==> config.mk <==
export PLATFORM = sky130hd
export DESIGN_NAME = alu_sequencer
export DESIGN_NICKNAME = d
export VERILOG_FILES = /design/src/rtl/alu_sequencer.sv
export SDC_FILE = /design/constraint.sdc
export NUM_CORES = 1
export LEC_CHECK = 0
export BUFFER_PORTS_ARGS = -buffer_cell sky130_fd_sc_hd__buf_2
export CORE_ASPECT_RATIO = 1.2
export CORE_MARGIN = 2
export CORE_UTILIZATION = 40
export DETAILED_ROUTE_END_ITERATION = 6
export GPL_TIMING_DRIVEN = 0
export PLACE_DENSITY_LB_ADDON = 0.3
export SLEW_MARGIN = 20
export SYNTH_ARGS = -nofsm -noshare
export SYNTH_HDL_FRONTEND = slang
export SYNTH_SLANG_ARGS = --single-unit
==> constraint.sdc <==
create_clock -name clk -period 6 [get_ports clk]
set_clock_uncertainty 0.05 [all_clocks]
set_input_delay 1.2 -clock clk [delete_from_list [all_inputs] [get_ports clk]]
set_output_delay 1.2 -clock clk [all_outputs]
set_load 0.01 [all_outputs]
==> src/rtl/alu_sequencer.sv <==
// alu_sequencer: fetch/decode/exec control FSM that drives the ALU control fields,
// latches ALU flags into the PSR and resolves conditional branches against it.
module alu_sequencer #(
  parameter logic [15:0] RESET_PC = 16'h0000
) (
  input  logic        clk,
  input  logic        reset_n,
  output logic        instr_req,
  output logic [15:0] instr_addr,
  input  logic        instr_ack,
  input  logic [15:0] instr_data,
  output logic [3:0]  alu_oper,
  output logic [3:0]  alu_func,
  output logic [3:0]  alu_cond,
  input  logic [4:0]  alu_flags,
  output logic        imm_sel,
  output logic [15:0] imm,
  output logic [3:0]  rf_raddr_a,
  output logic [3:0]  rf_raddr_b,
  output logic        rf_we,
  output logic [3:0]  rf_waddr,
  output logic [4:0]  psr,
  output logic [15:0] pc,
  output logic        halted
);
  typedef enum logic [1:0] {FETCH, DECODE, EXEC, HALT} state_t;
  state_t      state_q;
  logic [15:0] ir_q, pc_q, pc_d, disp;
  logic [4:0]  psr_q;
  logic [3:0]  op, d, x, s;
  logic        is_r, is_i, is_b, wr, base, taken;
  assign {op, d, x, s} = ir_q;
  assign is_r = op == 4'h0;
  assign is_i = op != 4'h0 && op <= 4'hB;
  assign is_b = op == 4'hC;
  assign wr   = is_r | is_i;
  assign disp = {{8{ir_q[7]}}, ir_q[7:0]};
  // Conditions come in true/complement pairs; from code A up the even entry is the complement.
  always_comb begin
    case (d[3:1])
      3'd0:    base = psr_q[1];
      3'd1:    base = psr_q[4];
      3'd2:    base = psr_q[3];
      3'd3:    base = psr_q[0];
      3'd4:    base = psr_q[2];
      3'd5:    base = psr_q[3] | psr_q[1];
      3'd6:    base = psr_q[0] | psr_q[1];
      default: base = 1'b0;
    endcase
  end
  assign taken = base ^ d[0] ^ (d[3:1] >= 3'd5);
  assign pc_d  = pc_q + 16'd1 + ((is_b && taken) ? disp : 16'd0);
  always_ff @(posedge clk or negedge reset_n) begin
    if (!reset_n) begin
      state_q <= FETCH;
      pc_q    <= RESET_PC;
      ir_q    <= '0;
      psr_q   <= '0;
    end else begin
      case (state_q)
        FETCH:   if (instr_ack) begin
                   ir_q    <= instr_data;
                   state_q <= DECODE;
                 end
        DECODE:  state_q <= op == 4'hF ? HALT : EXEC;
        EXEC:    begin
                   pc_q    <= pc_d;
                   if (wr) psr_q <= alu_flags;
                   state_q <= FETCH;
                 end
        default: state_q <= HALT;
      endcase
    end
  end
  // Request is gated by reset so it drops the moment reset_n falls.
  assign instr_req  = reset_n && state_q == FETCH;
  assign instr_addr = pc_q;
  assign alu_oper   = is_i ? op : 4'h0;
  assign alu_func   = is_r ? x : 4'h0;
  assign alu_cond   = is_b ? d : 4'h0;
  assign imm_sel    = is_i;
  assign imm        = is_i ? disp : 16'h0000;
  assign rf_raddr_a = wr ? d : 4'h0;
  assign rf_raddr_b = is_r ? s : 4'h0;
  assign rf_we      = state_q == EXEC && wr;
  assign rf_waddr   = rf_we ? d : 4'h0;
  assign psr        = psr_q;
  assign pc         = pc_q;
  assign halted     = state_q == HALT;
endmodule

## Word-level counts from Yosys, hierarchy flattened

Cells that the tools add are included.

| cells by class | value |
|---|---|
| $add $sub $neg | 2 |
| magnitude comparators | 2 |
| equal/unequal tests | 12 |
| muxes and demuxes | 12 |
| bitwise gates (word level) | 5 |
| reductions and logical operators | 10 |

Operators with widths:

| cell | count |
|---|---|
| $mux W16 | 2 |
| $mux W4 | 6 |
| $add A16 B1 Y16 const B | 1 |
| $add A16 B16 Y16 | 1 |
| $eq A3 B3 Y1 const B | 3 |
| $eq A4 B4 Y1 const B | 2 |
| $pmux W1 S7 | 1 |
| $eq A3 B2 Y1 const B | 2 |
| $pmux W2 S3 | 1 |
| $eq A2 B2 Y1 const B | 2 |
| $le A4 B4 Y1 const B | 1 |
| $logic_and A1 B1 Y1 | 4 |
| $logic_not A4 Y1 | 1 |
| $reduce_and A2 Y1 | 2 |
| $reduce_bool A4 Y1 | 1 |
| $eq A3 B1 Y1 const B | 1 |
| $ge A3 B3 Y1 const B | 1 |
| $logic_not A3 Y1 | 1 |
| $or A1 B1 Y1 | 3 |
| $eq A2 B1 Y1 const B | 1 |
| $logic_not A2 Y1 | 1 |
| $mux W2 | 1 |
| $ne A2 B2 Y1 const B | 1 |
| $xor A1 B1 Y1 | 2 |
| $mux W1 | 1 |

| storage, ports and cells | value |
|---|---|
| register bits after elaboration | 39 |
| input port bits | 24 |
| output and inout port bits | 81 |
| logic and storage cells | 47 |

## Logic depth before layout (Yosys ltp)

Gate-level depths: netlist of run 1.

| depth | value |
|---|---|
| word-level depth | 7 |
| gate-level depth with buffers | 16 |
| mapped depth without buffers | 15 |

## Worst setup path after synthesis of run 1

Ideal clock, no wire load.

| timing | value |
|---|---|
| path kind | register to register |
| start point | register ir_q[10] |
| end point | register pc_q[14] (netlist: instr_addr[14]) |
| setup time | 95 ps |
| data arrival time | 3618 ps |
| data required time | 5855 ps |
| path slack | 2236 ps |
| stages on the path, launching flop included | 17 |
| path buffers | 1 |
| period minus slack after synthesis | 3764 ps |
| path through | dfrtp_1 buf_6 nor4bb_1 or4b_4 a32oi_2 xor2_1 and2_0 nand2_1 ha_1 fa_1 nor2b_1 o21a_1 o21ai_0 a21o_1 a2111oi_0 nor3_1 o31ai_1 |

| on the way | value |
|---|---|
| longest elaborated chain between the ends | 7 |
| elaborated cells between the ends (all ways) | 14 |
| those cells by class | add/sub: 1; order compare: 1; eq/ne: 6; mux: 2; bitwise: 2; reduce/logical: 2 |

Ends and longest elaborated chain:

| what | line | RTL |
|---|---|---|
| from (decl) | 28 | `logic [15:0] ir_q, pc_q, pc_d, disp;` |
| from (signal assigned) | 62 | `ir_q <= instr_data;` |
| $eq A3 B3 Y1, or another cell as far along | 40 | `case (d[3:1])` |
| $pmux W1 S7 | 40 |  |
| $xor A1 B1 Y1 | 51 | `assign taken = base ^ d[0] ^ (d[3:1] >= 3'd5);` |
| $xor A1 B1 Y1 (*) | 51 |  |
| $logic_and A1 B1 Y1 (*) | 52 | `assign pc_d = pc_q + 16'd1 + ((is_b && taken) ? disp : 16'd0);` |
| $mux W16 (*) | 52 |  |
| $add A16 B16 Y16 (*) | 52 |  |
| to (signal assigned) | 67 | `pc_q <= pc_d;` |
| to (decl) | 28 |  |

Mark *: on every way between the ends. The rest lies on a longest branch, timed or not.
A chain may end at the register's enable or synchronous reset.

## Worst setup path in the final report of run 1

| timing | value |
|---|---|
| start point | register ir_q[9] |
| end point | register pc_q[14] (netlist: instr_addr[14]) |

Same word-level chain as after synthesis.

==> results of run 1 <==
layout make-up:
cell class | count | area share [%]
sequential | 39 | 28.29
inverter | 4 | 0.4353
clock inverter | 2 | 1.016
clock buffer | 6 | 2.394
timing repair buffer | 104 | 15.09
buffer | 34 | 6.565
multi-input combinational | 202 | 43.13
tap | 85 | 3.083
metrics by stage:
stage / hold slack (ps) / utilization, % / area (um^2) / instances
2_1_floorplan: 450.5 / - / 2694 / 279
6_report: 445.3 / 53.18 / 3450 / 476
3_5_place_dp: 446.3 / 51.29 / 3327 / 468
4_1_cts: 458.7 / 53.11 / 3445 / 476
3_3_place_gp: 422.3 / 51.20 / 3321 / 468
5_1_grt: 472.5 / 53.18 / 3450 / 476
routing by layer:
metal | vias to the layer above | GRT usage [%]
met1 | 1080 | 20.71
met4 | 0 | 5.316
met5 | - | 0
li1 | 1175 | -
met2 | 62 | 32.34
met3 | 5 | 2.981
power groups by stage:
stage	clock network, mW	registers [mW]	logic (mW)
after floorplan	0	0.495	0.681
after global placement	0	0.496	1.01
after detailed placement	0	0.504	1.03
after CTS	0.238	0.498	1.03
after global routing	0.249	0.522	1.13
final	0.228	0.496	1.02
worst max-delay path by stage:
stage                                 to  slack, ps     start
after floorplan           instr_addr[14]       2240  ir_q[10]
after global placement    instr_addr[14]       1810  ir_q[10]
after detailed placement  instr_addr[14]       1790   ir_q[9]
after CTS                 instr_addr[14]       1760   ir_q[9]
after global routing      instr_addr[14]       1340   ir_q[9]
final                     instr_addr[14]       1750   ir_q[9]
kinds of logic (layout without fill, tap and decap cells):
| kind of cell | after synthesis | in the layout |
|---|---|---|
| and+or+nand+nor | 98 | 98 |
| AOI/OAI and AO/OA | 54 | 54 |
| DFF | 39 | 39 |
| buffers and inverters | 38 | 150 |
| muxes | 23 | 23 |
| adders and majority gates | 16 | 16 |
| xor gates and xnor gates | 11 | 11 |
synthesized netlist by cell type, drive strengths merged (2+ instances only):
cell,number,area share (%)
a211oi,3,0.84
ha,15,7.0
nor4bb,2,0.74
buf,27,7.4
nor2,7,0.98
a2111oi,2,0.65
and2,33,7.8
o21ai,17,3.2
xnor2,4,1.3
nor4,2,0.46
nand3,3,0.56
a211o,3,0.98
inv,4,0.56
xor2,7,2.3
nand2,24,3.3
nand2b,6,1.4
a21o,3,0.84
and3,5,1.2
nand4,2,0.46
o21a,4,1.1
dfrtp,39,36
nor3b,2,0.56
clkbuf,7,0.98
mux2,21,8.8
o31ai,3,0.84
a21oi,14,2.6
nor2b,5,1.2
nor3,5,0.93
state kept, by name, summed over array words and instances (netlist names):
| name | count |
|---|---|
| ir_q | 16 |
| state_q | 2 |
| psr | 5 |
| instr_addr | 16 |
==> metrics.txt, run 1 <==
Worst Tran Pin Value=910.2 ps; P_leak=about 1.8 nW; Worst-Skew Late Latency=290 ps; Area Overhead vs Synth=28.05%; largest net degree at the start of global routing=just over 40; max layer used=met4; outcome=completed; Yosys Warn Count=0; register clock-pin slew on the reported worst setup and hold paths=approximately 80 ps; worst path cell trace=buf_2 -> nor4bb_1 -> or4b_4 -> a32oi_2 -> xor2_1 -> and2_0 -> nand2_1 -> ha_1 -> fa_1 -> nor2b_1 -> o21a_1 -> o21ai_0 -> a21o_1 -> a2111oi_0 -> nor3_1 -> o31ai_1; final critical-path required period=between 4000 and 5000 ps; Worst R2R Setup Slack=1750 ps; Pins Over Slew Limit=0; H-tree depth=2; Synth Area in XOR/XNOR=under 10%; Resize count post-CTS=0; family with the most delay on the worst path=compound AO/OA/AOI/OAI gates; Pwr Density=505.7 nW/um^2; Remaining DRCs=0; Avg WL per Cell=13.14 um; switching pwr=between 0.7 and 0.8 mW; Layout fillers=about 630; crit-path max FO=9; Clock Sinks=39; setup_tns=0 ps; Final nets=430; via density per instance=around 4.9; IR drop worst, VDD=just under 0.0003 V; register area=between 900 and 1000 um^2; hold depth=1; CTS tree=built; Net Sw Frac=40.85%; Post-DP HPWL=slightly below 5000 um; arrival time worst endpoint=about 4400 ps; total of max-cap violations=0; PnR worst setup slack=1747 ps; port buffer count=~100; Yosys reg bits=39; diode count=0; FF-to-FF Start=ir_q[9]; Post-Route M1 WL=about 2600 um; share of post-route cells with drive strength above 1=between 40 and 50%; ANT nets after route=0; gr usage total=17.55%; First-pass DRT Iterations=4; multi-input logic area=about 1500 um^2; width of the die=between 70 and 80 um; Rel. slew slack=a little under two fifths; first-pass GRT wire length=10260 um; synthesized area per cell=between 9 and 10 um^2; number of cells on the critical path=16; area share of and/or/nand/nor cells after synthesis=slightly above 20%; startpoint types=flip-flop; IO Pins=105; die area=7410 um^2; # setup viols final=0; GRT overflow=0; worst hold endpoint=instr_addr[15]; R2R Path End=instr_addr[14]; Async SR Flop Fraction=100.0%; Pint=1.032 mW; endpoints failing hold=0; Initial Util=41.53%; post-synthesis mux area share=between 10 and 15%; Placeable Area=around 6500 um^2; Final Wtd Congestion=0.8714; main combinational cell family by area after synthesis=simple AND/OR/NAND/NOR gates; DR WL met3=roughly 300 um; commonest cells after routing, fill and taps aside=105 x buf_2, 39 x dfrtp_1, 30 x and2_1; DIE HEIGHT=~94 um; adder-cell share of the synthesized area=about 7.7%; Netlist Area Pre-Place=around 2700 um^2; vias in the first global route=around 2200; Unique masters post-synth=44; Min-Delay Path Class=reg -> reg; Seq pwr share=28.4%; initial drt markers=66; root buf cell=clkbuf_8; initial antenna violation count=0; row count=32; wirelength, routed=between 6000 and 7000 um; HP Start=instr_addr[15]; CP Buf/Inv Count=1; Seq/Total Area, Yosys=a little over a third; total power draw=1.744 mW; Post-Synthesis Cells=about 280; final period utilization=a little under three quarters; fmax=approximately 240 MHz; number of synthesized flops with an enable pin=0; post-CTS setup buffers=0; DR vias=roughly 2300; CP max-delay cell=a2111oi_0; CP endpoint kind=flip-flop; commonest non-fill, non-tap cell in the layout=buf_2; R2R depth=16; Post-Syn Nets=~320; Max clock buf depth=2; post-place setup slack=1786 ps; WP data required=between 6000 and 7000 ps; combinational share of power=approximately three fifths; CP max stage delay=560 ps; Clk pwr share=between 10% and 20%; TritonCTS buffer count=5; RSZ-0062 raised after global routing=no; WS Path Type=reg -> reg; hold_buf cts=0; met2 WL=3230 um; top_reg_cell synth=dfrtp_1; Compound-Gate Fraction of Synth Area=about an eighth
Power figures use the tool's default switching activity.
==> run 2: changes to the inputs <==
clock period = 3.5 ns   (was 6 ns; I/O delays follow)
==> metrics.txt, run 2 (synthesis results as in run 1) <==
gr usage total=between 10% and 20%; endpoints failing hold=0; RSZ-0062 raised after global routing=yes; Avg WL per Cell=14.14 um; Pins Over Slew Limit=0; R2R Path End=instr_addr[14]; Placeable Area=about 6500 um^2; total of max-cap violations=0; root buf cell=clkbuf_8; IR drop worst, VDD=approximately 0.00047 V; wirelength, routed=roughly 7000 um; Layout fillers=approximately 600; crit-path max FO=7; R2R depth=16; first-pass GRT wire length=~11000 um; Worst R2R Setup Slack=-190 ps; via density per instance=between 5 and 6; register area=between 900 and 1000 um^2; worst hold endpoint=instr_addr[15]; Area Overhead vs Synth=38.88%; P_leak=1.884 nW; diode count=0; Final Hold Slack=between 400 and 500 ps; initial drt markers=between 90 and 100; final critical-path required period=roughly 3700 ps; DR vias=around 2500; Pwr Density=847.1 nW/um^2; register clock-pin slew on the reported worst setup and hold paths=80 ps; Remaining DRCs=0; die area=roughly 7400 um^2; Final Wtd Congestion=between 0.8 and 0.9; share of post-route cells with drive strength above 1=50.86%; startpoint types=flip-flop; CP endpoint kind=flip-flop; HP Start=instr_addr[15]; hold depth=1; Worst Tran Pin Value=between 800 and 900 ps; WS Path Type=reg -> reg; hold_buf cts=0; Worst-Skew Late Latency=just under 300 ps; final period utilization=105.5%; WP data required=3600 ps; arrival time worst endpoint=~3800 ps; largest net degree at the start of global routing=41; width of the die=just under 80 um; Max clock buf depth=2; vias in the first global route=between 2000 and 2500; setup_tns=-216.5 ps; multi-input logic area=about 1700 um^2; PnR worst setup slack=-191.5 ps; port buffer count=104; row count=32; GRT overflow=0; Clock Sinks=39; initial antenna violation count=0; Post-DP HPWL=about 5000 um; total power draw=around 3.2 mW; Rel. slew slack=between 40% and 50%; Min-Delay Path Class=reg -> reg; # setup viols final=3; DIE HEIGHT=93.90 um; Initial Util=between 40% and 50%; ANT nets after route=0; failing checks=negative setup slack; Final nets=446; FF-to-FF Start=ir_q[10]; H-tree depth=2; TritonCTS buffer count=5; IO Pins=about 110; CTS tree=built; commonest cells after routing, fill and taps aside=104 x buf_2, 40 x buf_4, 38 x dfrtp_1; outcome=complete, but fails checks; fmax=~270 MHz; commonest non-fill, non-tap cell in the layout=buf_2; First-pass DRT Iterations=4
[run 2: where the power goes]
group / leakage, nW / switching [mW] / internal, mW
Sequential: 0.483 / 0.225 / 0.652
Combinational: 1.35 / 0.940 / 1.01
Clock: 0.0505 / 0.163 / 0.179
[run 2: routing by layer]
metal / vias to the layer above / track usage [%] / part of all wire, %
met4: 0 / 5.747 / 0.98
met2: 70 / 34.05 / 54
met3: 8 / 3.077 / 4.6
li1: 1211 / - / -
met5: - / 0 / 0
met1: 1173 / 20.51 / 41
[run 2: area by class of cell]
class                      instances  area share, %
multi-input combinational        202          44.52
buffer                            33          5.920
inverter                           4         0.4013
timing repair buffer             121          17.42
clock buffer                       7          2.575
clock inverter                     1         0.2007
tap                               85          2.843
sequential                        39          26.12
[run 2: worst max-delay path by stage]
| stage | from | to | slack, ps | cells past startpoint |
|---|---|---|---|---|
| final | ir_q[10] | instr_addr[14] | -190 | 16 |
| after global routing | ir_q[10] | instr_addr[14] | -370 | 13 |
| after CTS | ir_q[10] | instr_addr[14] | -200 | 16 |
| after detailed placement | ir_q[15] | instr_addr[14] | -380 | 11 |
| after global placement | ir_q[15] | instr_addr[14] | -310 | 11 |
| after floorplan | ir_q[10] | instr_addr[14] | 30 | 16 |
[run 2: critical path: stages, from the launching register on]
cell and delay (ps):
dfrtp_1 380, buf_6 130, nor4bb_1 120, or4b_4 530
a32oi_4 190, xor2_1 160, and2_4 200, nand2_2 60
ha_2 180, fa_2 340, nor2b_1 110, o21a_1 180
o21ai_2 90, a21o_1 200, a2111oi_4 410, o21a_1 160
o31ai_1 70
[run 2: through the flow]
stage               instances  utilization, %  setup WS, ps  area (um^2)
floorplan                 279               -         34.93         2721
global placement          468           51.62        -313.5         3348
detailed placement        468           51.79        -384.7         3359
CTS                       484           55.00        -198.5         3567
global route              492           57.68        -374.6         3741
finish                    492           57.68        -191.5         3741
[run 2: timing repair]
action,4_1_cts,5_1_grt
buffers inserted,8,9
resized for setup,10,23
pin swaps,3,11
cloned,0,0
endpoints found under the setup margin,9,10
